--- src/rtl/cla_multiword_add_ctrl_pkg.sv ---
// Shared definitions for the multi-word add/subtract sequencer.
// State encoding and slice width are used by the controller and the slice adder.
package cla_multiword_add_ctrl_pkg;

  localparam int SLICE_W = 16;

  typedef enum logic [1:0] {
    ST_IDLE = 2'd0,
    ST_RUN  = 2'd1,
    ST_DONE = 2'd2
  } state_t;

endpackage

--- src/rtl/cla_multiword_add_ctrl_cla16.sv ---
// 16-bit two-level carry-look-ahead adder: four 4-bit groups with group P/G,
// and a look-ahead unit producing the group carries and the final carry out.
module cla_multiword_add_ctrl_cla16 (
  input  logic [15:0] in1,
  input  logic [15:0] in2,
  input  logic        cin,
  output logic [15:0] out,
  output logic        cout,
  output logic        P,
  output logic        G
);

  logic [15:0] p;
  logic [15:0] g;
  logic [3:0]  gp;
  logic [3:0]  gg;
  logic [4:0]  gc;

  assign p = in1 ^ in2;
  assign g = in1 & in2;

  generate
    for (genvar gi = 0; gi < 4; gi++) begin : g_grp
      logic c1, c2, c3;
      localparam int B = 4 * gi;

      assign gp[gi] = &p[B +: 4];
      assign gg[gi] = g[B+3] | (p[B+3] & g[B+2]) | (p[B+3] & p[B+2] & g[B+1])
                    | (p[B+3] & p[B+2] & p[B+1] & g[B]);

      assign c1 = g[B]   | (p[B] & gc[gi]);
      assign c2 = g[B+1] | (p[B+1] & g[B]) | (p[B+1] & p[B] & gc[gi]);
      assign c3 = g[B+2] | (p[B+2] & g[B+1]) | (p[B+2] & p[B+1] & g[B])
                | (p[B+2] & p[B+1] & p[B] & gc[gi]);

      assign out[B +: 4] = p[B +: 4] ^ {c3, c2, c1, gc[gi]};
    end
  endgenerate

  assign gc[0] = cin;
  assign gc[1] = gg[0] | (gp[0] & cin);
  assign gc[2] = gg[1] | (gp[1] & gg[0]) | (gp[1] & gp[0] & cin);
  assign gc[3] = gg[2] | (gp[2] & gg[1]) | (gp[2] & gp[1] & gg[0])
               | (gp[2] & gp[1] & gp[0] & cin);
  assign gc[4] = gg[3] | (gp[3] & gg[2]) | (gp[3] & gp[2] & gg[1])
               | (gp[3] & gp[2] & gp[1] & gg[0]) | (gp[3] & gp[2] & gp[1] & gp[0] & cin);

  assign cout = gc[4];
  assign P    = &gp;
  assign G    = gg[3] | (gp[3] & gg[2]) | (gp[3] & gp[2] & gg[1])
              | (gp[3] & gp[2] & gp[1] & gg[0]);

endmodule

--- src/rtl/cla_multiword_add_ctrl.sv ---
// Wide add/subtract built by streaming 16-bit slices, LSW first, through one
// shared CLA adder with the carry registered between slices.
module cla_multiword_add_ctrl
  import cla_multiword_add_ctrl_pkg::*;
#(
  parameter int NUM_WORDS = 4
) (
  input  logic                           clk,
  input  logic                           rst_n,
  input  logic                           start,
  input  logic                           sub,
  input  logic [SLICE_W*NUM_WORDS-1:0]   op_a,
  input  logic [SLICE_W*NUM_WORDS-1:0]   op_b,
  output logic                           busy,
  output logic                           done,
  output logic [SLICE_W*NUM_WORDS-1:0]   result,
  output logic                           cout,
  output logic                           overflow
);

  localparam int W     = SLICE_W * NUM_WORDS;
  localparam int IDX_W = $clog2(NUM_WORDS);

  state_t             state_reg, state_next;
  logic [IDX_W-1:0]   idx_reg;
  logic               carry_reg;
  logic [W-1:0]       a_reg, b_reg, result_reg;
  logic               cout_reg, ovf_reg;

  logic [SLICE_W-1:0] add_in1, add_in2, add_out;
  logic               add_cout;
  logic               grp_p_unused, grp_g_unused;
  logic               last_slice;

  assign add_in1    = a_reg[idx_reg*SLICE_W +: SLICE_W];
  assign add_in2    = b_reg[idx_reg*SLICE_W +: SLICE_W];
  assign last_slice = (idx_reg == IDX_W'(NUM_WORDS - 1));

  cla_multiword_add_ctrl_cla16 u_cla (
    .in1  (add_in1),
    .in2  (add_in2),
    .cin  (carry_reg),
    .out  (add_out),
    .cout (add_cout),
    .P    (grp_p_unused),
    .G    (grp_g_unused)
  );

  always_comb begin
    state_next = state_reg;
    case (state_reg)
      ST_IDLE: if (start) state_next = ST_RUN;
      ST_RUN:  if (last_slice) state_next = ST_DONE;
      default: state_next = ST_IDLE;
    endcase
  end

  always_ff @(posedge clk or negedge rst_n) begin
    if (!rst_n) begin
      state_reg  <= ST_IDLE;
      idx_reg    <= '0;
      carry_reg  <= 1'b0;
      a_reg      <= '0;
      b_reg      <= '0;
      result_reg <= '0;
      cout_reg   <= 1'b0;
      ovf_reg    <= 1'b0;
    end else begin
      state_reg <= state_next;
      case (state_reg)
        ST_IDLE: begin
          if (start) begin
            // Subtract as A + ~B + 1: the +1 enters through the first slice's carry.
            a_reg     <= op_a;
            b_reg     <= sub ? ~op_b : op_b;
            carry_reg <= sub;
            idx_reg   <= '0;
          end
        end
        ST_RUN: begin
          result_reg[idx_reg*SLICE_W +: SLICE_W] <= add_out;
          carry_reg <= add_cout;
          if (last_slice) begin
            cout_reg <= add_cout;
            ovf_reg  <= (a_reg[W-1] == b_reg[W-1]) && (add_out[SLICE_W-1] != a_reg[W-1]);
          end else begin
            idx_reg <= idx_reg + 1'b1;
          end
        end
        default: ;
      endcase
    end
  end

  assign busy     = (state_reg == ST_RUN) || (state_reg == ST_DONE);
  assign done     = (state_reg == ST_DONE);
  assign result   = result_reg;
  assign cout     = cout_reg;
  assign overflow = ovf_reg;

endmodule

--- config.mk ---
export PLATFORM = sky130hd
export DESIGN_NAME = cla_multiword_add_ctrl
export DESIGN_NICKNAME = d
export VERILOG_FILES = /design/src/rtl/cla_multiword_add_ctrl_pkg.sv /design/src/rtl/cla_multiword_add_ctrl_cla16.sv /design/src/rtl/cla_multiword_add_ctrl.sv
export SDC_FILE = /design/constraint.sdc
export NUM_CORES = 1
export LEC_CHECK = 0
export ABC_AREA = 1
export BUFFER_PORTS_ARGS = -buffer_cell sky130_fd_sc_hd__buf_2
export CAP_MARGIN = 25
export CORE_MARGIN = 2
export CORE_UTILIZATION = 55
export CTS_CLUSTER_SIZE = 30
export DETAILED_ROUTE_END_ITERATION = 7
export HOLD_SLACK_MARGIN = 0.12
export MAX_ROUTING_LAYER = met4
export PLACE_DENSITY = 0.86
export REMOVE_ABC_BUFFERS = 1
export SLEW_MARGIN = 10
export SYNTH_ARGS = -nofsm -noshare
export SYNTH_HDL_FRONTEND = slang
export SYNTH_SLANG_ARGS = --single-unit
export TNS_END_PERCENT = 1
--- constraint.sdc ---
create_clock -name clk -period 4.2 [get_ports clk]
set_clock_uncertainty 0.05 [all_clocks]
set_input_delay 0.84 -clock clk [delete_from_list [all_inputs] [get_ports clk]]
set_output_delay 0.84 -clock clk [all_outputs]
set_load 0.02 [all_outputs]
==> results <==
- After routing the design area is 0.0114 mm^2.
- The area occupied by multi-input gates is 0.00433 mm^2.
- For this run, the number of Yosys warnings is 0.
- The CTS root buffer is clkbuf_16.
- The static power due to leakage is 0.00560 uW.
- At the pin with the least slew margin, the transition time is 0.879 ns.
- The share of total power consumed by net switching is 45.4%.
- In the synthesized netlist the dominant register cell turns out to be dfrtp_1.
- The global route total overflow is 0.
- The top-level port count is 200.
- The number of antenna violations at the first check in global routing is 0.
- In this run the standard cell core region covers 0.0173 mm^2.
- The floorplan has 48 rows.
- The average routed wire per standard cell is 16.7 um.
- The overall die area is 0.0188 mm^2.
- The ratio of total power to cell area is 881 mW/mm^2.
- The internal power consumption is 5500 uW.
- TritonCTS created 17 clock buffers.
- Measured along the x axis, the die boundary spans 137 um.
- Summing the sequential cell areas from Yosys gives 51.2% of the chip area.
- The initial utilization of the core area, before any placement, comes to 56.2%.
- Combinational cells account for 52.0% of the total power.
- The kind of path behind the tightest hold check is in2async.
- The synthesized netlist contains 36 unique library cells.
- For the worst setup path, the data required time is 4.50 ns.
- The area share of the leading cell type in the synthesized netlist is 51.2%.
- Counting every sink on the clock net gives 199.
- Once the clock tree was built, the setup fixing pass inserted 0 buffers.
- The peak supply drop is 0.000466 V.
- The share of total power dissipated in sequential elements is 32.6%.
- The pre-antenna-repair detailed-routing pass consisted of 5 iterations.
- The count of final max-slew check failures is 0.
- The count of nets left with antenna violations after detail routing is 0.
- The proportion of synthesized flip-flops having asynchronous set or reset is 100%.
- The average vias per placed instance is 5.58.
- The number of H-tree branching levels is 4.
- The synthesized netlist cell count is 1016.
- The worst setup slack before clock tree synthesis is 0.709 ns.
- Once detailed placement completed, the half-perimeter wirelength came to 16.6 mm.
- Buffers placed on the I/O ports in this run total 199.
- The hold violation total from the final report is 0.
- The cell type with the largest total area after synthesis is dfrtp_1.
- The kind of end point of the critical path is a register.
- The commonest cells after synthesis are 201 x nand2_1, 199 x dfrtp_1, 156 x o21ai_0, 76 x nor2_1, 67 x xnor2_1.
- The aggregate global-route resource usage is 26.9%.
- The layout filler cell count is 1326.
- The via count of the first global-routing pass is 7684.
- In the finished design, the share of the clock period the worst path needs comes to 85.7%.
- The number of flip-flops and latches in the synthesized netlist is 199.
- The initial detailed-routing violation count is 571.
- The buffer depth of the longest clock path is 2.
- The sequential cell area in the final layout is 0.00498 mm^2.
- For this run, the top clock speed supported by timing is 0.278 GHz.
- The most prevalent standard cell on the critical path is nand2_1.
- The maximum number of pins on one net before global-route repair is 92.
- The worst setup path is of the reg2reg kind.
- At the end of routability-driven placement, the weighted congestion stood at 0.878.
- After detailed placement, the total cell area comes to 0.0108 mm^2.
- Setup violations remaining at the end of the flow were counted as 0.
- In this run the worst path has a maximum fanout of 87.
- Among all stages on the critical path, the largest delay is contributed by buf_4.
- The worst setup path is launched from a register.
- Setup slack on the critical path of the routed design comes to 0.600 ns.
- On the worst path, the slowest cell contributes a delay of 0.68 ns.
- The number of hold buffers added after cts is 0.
- The mapped netlist covers 0.00972 mm^2.
- Yosys mapped a number of flops with a built-in enable equal to 0.
- The post-detailed-route DRC marker count is 0.
- The number of vias after detailed routing is 7921.
- The average instance in the mapped netlist occupies 9.57 um^2.
- In this run the tightest slew margin relative to its limit is 41.4%.
- The most used standard cell by instance count after synthesis is nand2_1.
- The signal on the critical path passes through buf_4 -> o21ai_0 -> o22ai_1 -> ha_1 -> nand2_1 -> inv_1 -> nand2_1 -> nand2_1 -> a21oi_1 -> nand2_2 -> fa_1 -> xnor2_1 -> nor2_1 -> nand2_1 -> o21ai_0.
- The post-route minimum period is 3.60 ns.
- From synthesis to final layout, the design area changed by 17.4%.
- The first-pass GRT wire length is 38.0 mm.
- The run finished with clean final reports.
- The TritonCTS clock tree is done.
- The insertion delay of the later-clocked pin in the worst-skew pair is 0.43 ns.
- Post-CTS repair changed the size of 0 cells.
- The max-capacitance violation count is 0.
- 0 antenna diodes ended up in the layout.
- The total length of routed wires is 23.8 mm.
- The die extent in y is 137 um.
- By area the synthesized netlist is led by dfrtp_1 51%, o21ai_0 8.0%, nand2_1 7.8%, mux2_2 7.4%, xnor2_1 6.0%.
- Setup repair after global routing left no endpoint under its margin.
- The part of the total power dissipated in the clock network is 15.4%.
- The net switching power is 4560 uW.
- The post-route netlist has 27.2% of its cells at a drive strength greater than 1.
- The final layout contains 1344 nets.
- After clock tree synthesis, the clock-pin slew on the worst setup and hold paths is 0.07 ns.
- The arrival time reported for the critical path endpoint is 3.89 ns.
==> worst paths after layout <==
path / slack [ns] / start / cells past startpoint / endpoint
max reg2reg: 0.60 / idx_reg[0] / 15 / result[61]
min reg2reg: 0.43 / result[14] / 2 / result[14]
min in group clk: 0.43 / result[14] / 2 / result[14]
min: 0.40 / rst_n / 1 / a_reg[55]
max in group asynchronous: 2.70 / rst_n / 2 / state_reg[0]
max: 0.60 / idx_reg[0] / 15 / result[61]
==> worst max-delay path, delay by kind of cell (launching register included) <==
family	cells	cell delay, ns
flops	1	0.37
simple gates	6	0.57
compound gates	4	0.85
xor+xnor	1	0.17
buf+inv	2	0.72
fa+ha+maj	2	0.72
==> power groups by stage <==
stage | clock, uW | sequential [uW] | combinational (uW)
2_1_floorplan | 0 | 3450 | 3440
3_3_place_gp | 0 | 3260 | 4950
3_5_place_dp | 0 | 3290 | 5130
4_1_cts | 1560 | 3270 | 5180
5_1_grt | 1640 | 3360 | 5810
6_report | 1550 | 3280 | 5230
==> cell families after synthesis <==
logic type | Yosys count | synth area share, %
and+or+nand+nor | 331 | 14.1
AOI/OAI and AO/OA | 222 | 12.7
DFF | 199 | 51.2
buffers and inverters | 102 | 4.38
xor gates and xnor gates | 69 | 6.22
muxes | 64 | 7.41
adders and majority gates | 29 | 4.04
==> metal layers <==
metal  GRT usage [%]  wire length (um)  up-vias
met5               -                 0        -
met4            9.85               564        0
met3            3.81              1300       42
met2            43.6             11700      292
met1            34.7             10200     3842
li1                -                 -     3745
==> final cells by class <==
cell class                      count  share of cell area [%]
Sequential cell                   199                    43.6
Multi-Input combinational cell    715                    37.9
Timing Repair Buffer              209                    9.87
Clock buffer                       21                    3.95
Tap cell                          225                    2.47
Inverter                           41                    1.35
Clock inverter                     10                   0.855
==> stage by stage <==
step | setup TNS [ns] | total power [uW] | utilization, % | instances | hold slack, ns
finish | 0 | 10100 | 66.0 | 1420 | 0.396
global route | 0 | 10800 | 66.0 | 1420 | 0.449
CTS | 0 | 10000 | 65.8 | 1419 | 0.429
detailed placement | 0 | 8420 | 62.7 | 1388 | 0.411
global placement | 0 | 8210 | 62.7 | 1388 | 0.408
floorplan | -68.64 | 6890 | - | 955 | 0.398
==> layout by cell type, fill, tap and decap left out, types with 4 or more instances in the layout <==
cell type,synthesis,layout
nand2_1,201,200
dfrtp_1,199,198
buf_2,26,197
o21ai_0,156,156
nor2_1,76,76
xnor2_1,67,67
mux2_2,64,64
inv_1,37,36
o22ai_1,32,32
nand3_1,25,25
ha_1,25,25
clkbuf_16,0,17
nand2_2,11,11
a22o_1,11,11
nand4_1,9,9
a21oi_1,8,8
buf_4,0,8
fa_1,4,4
Power figures use the tool's default switching activity.
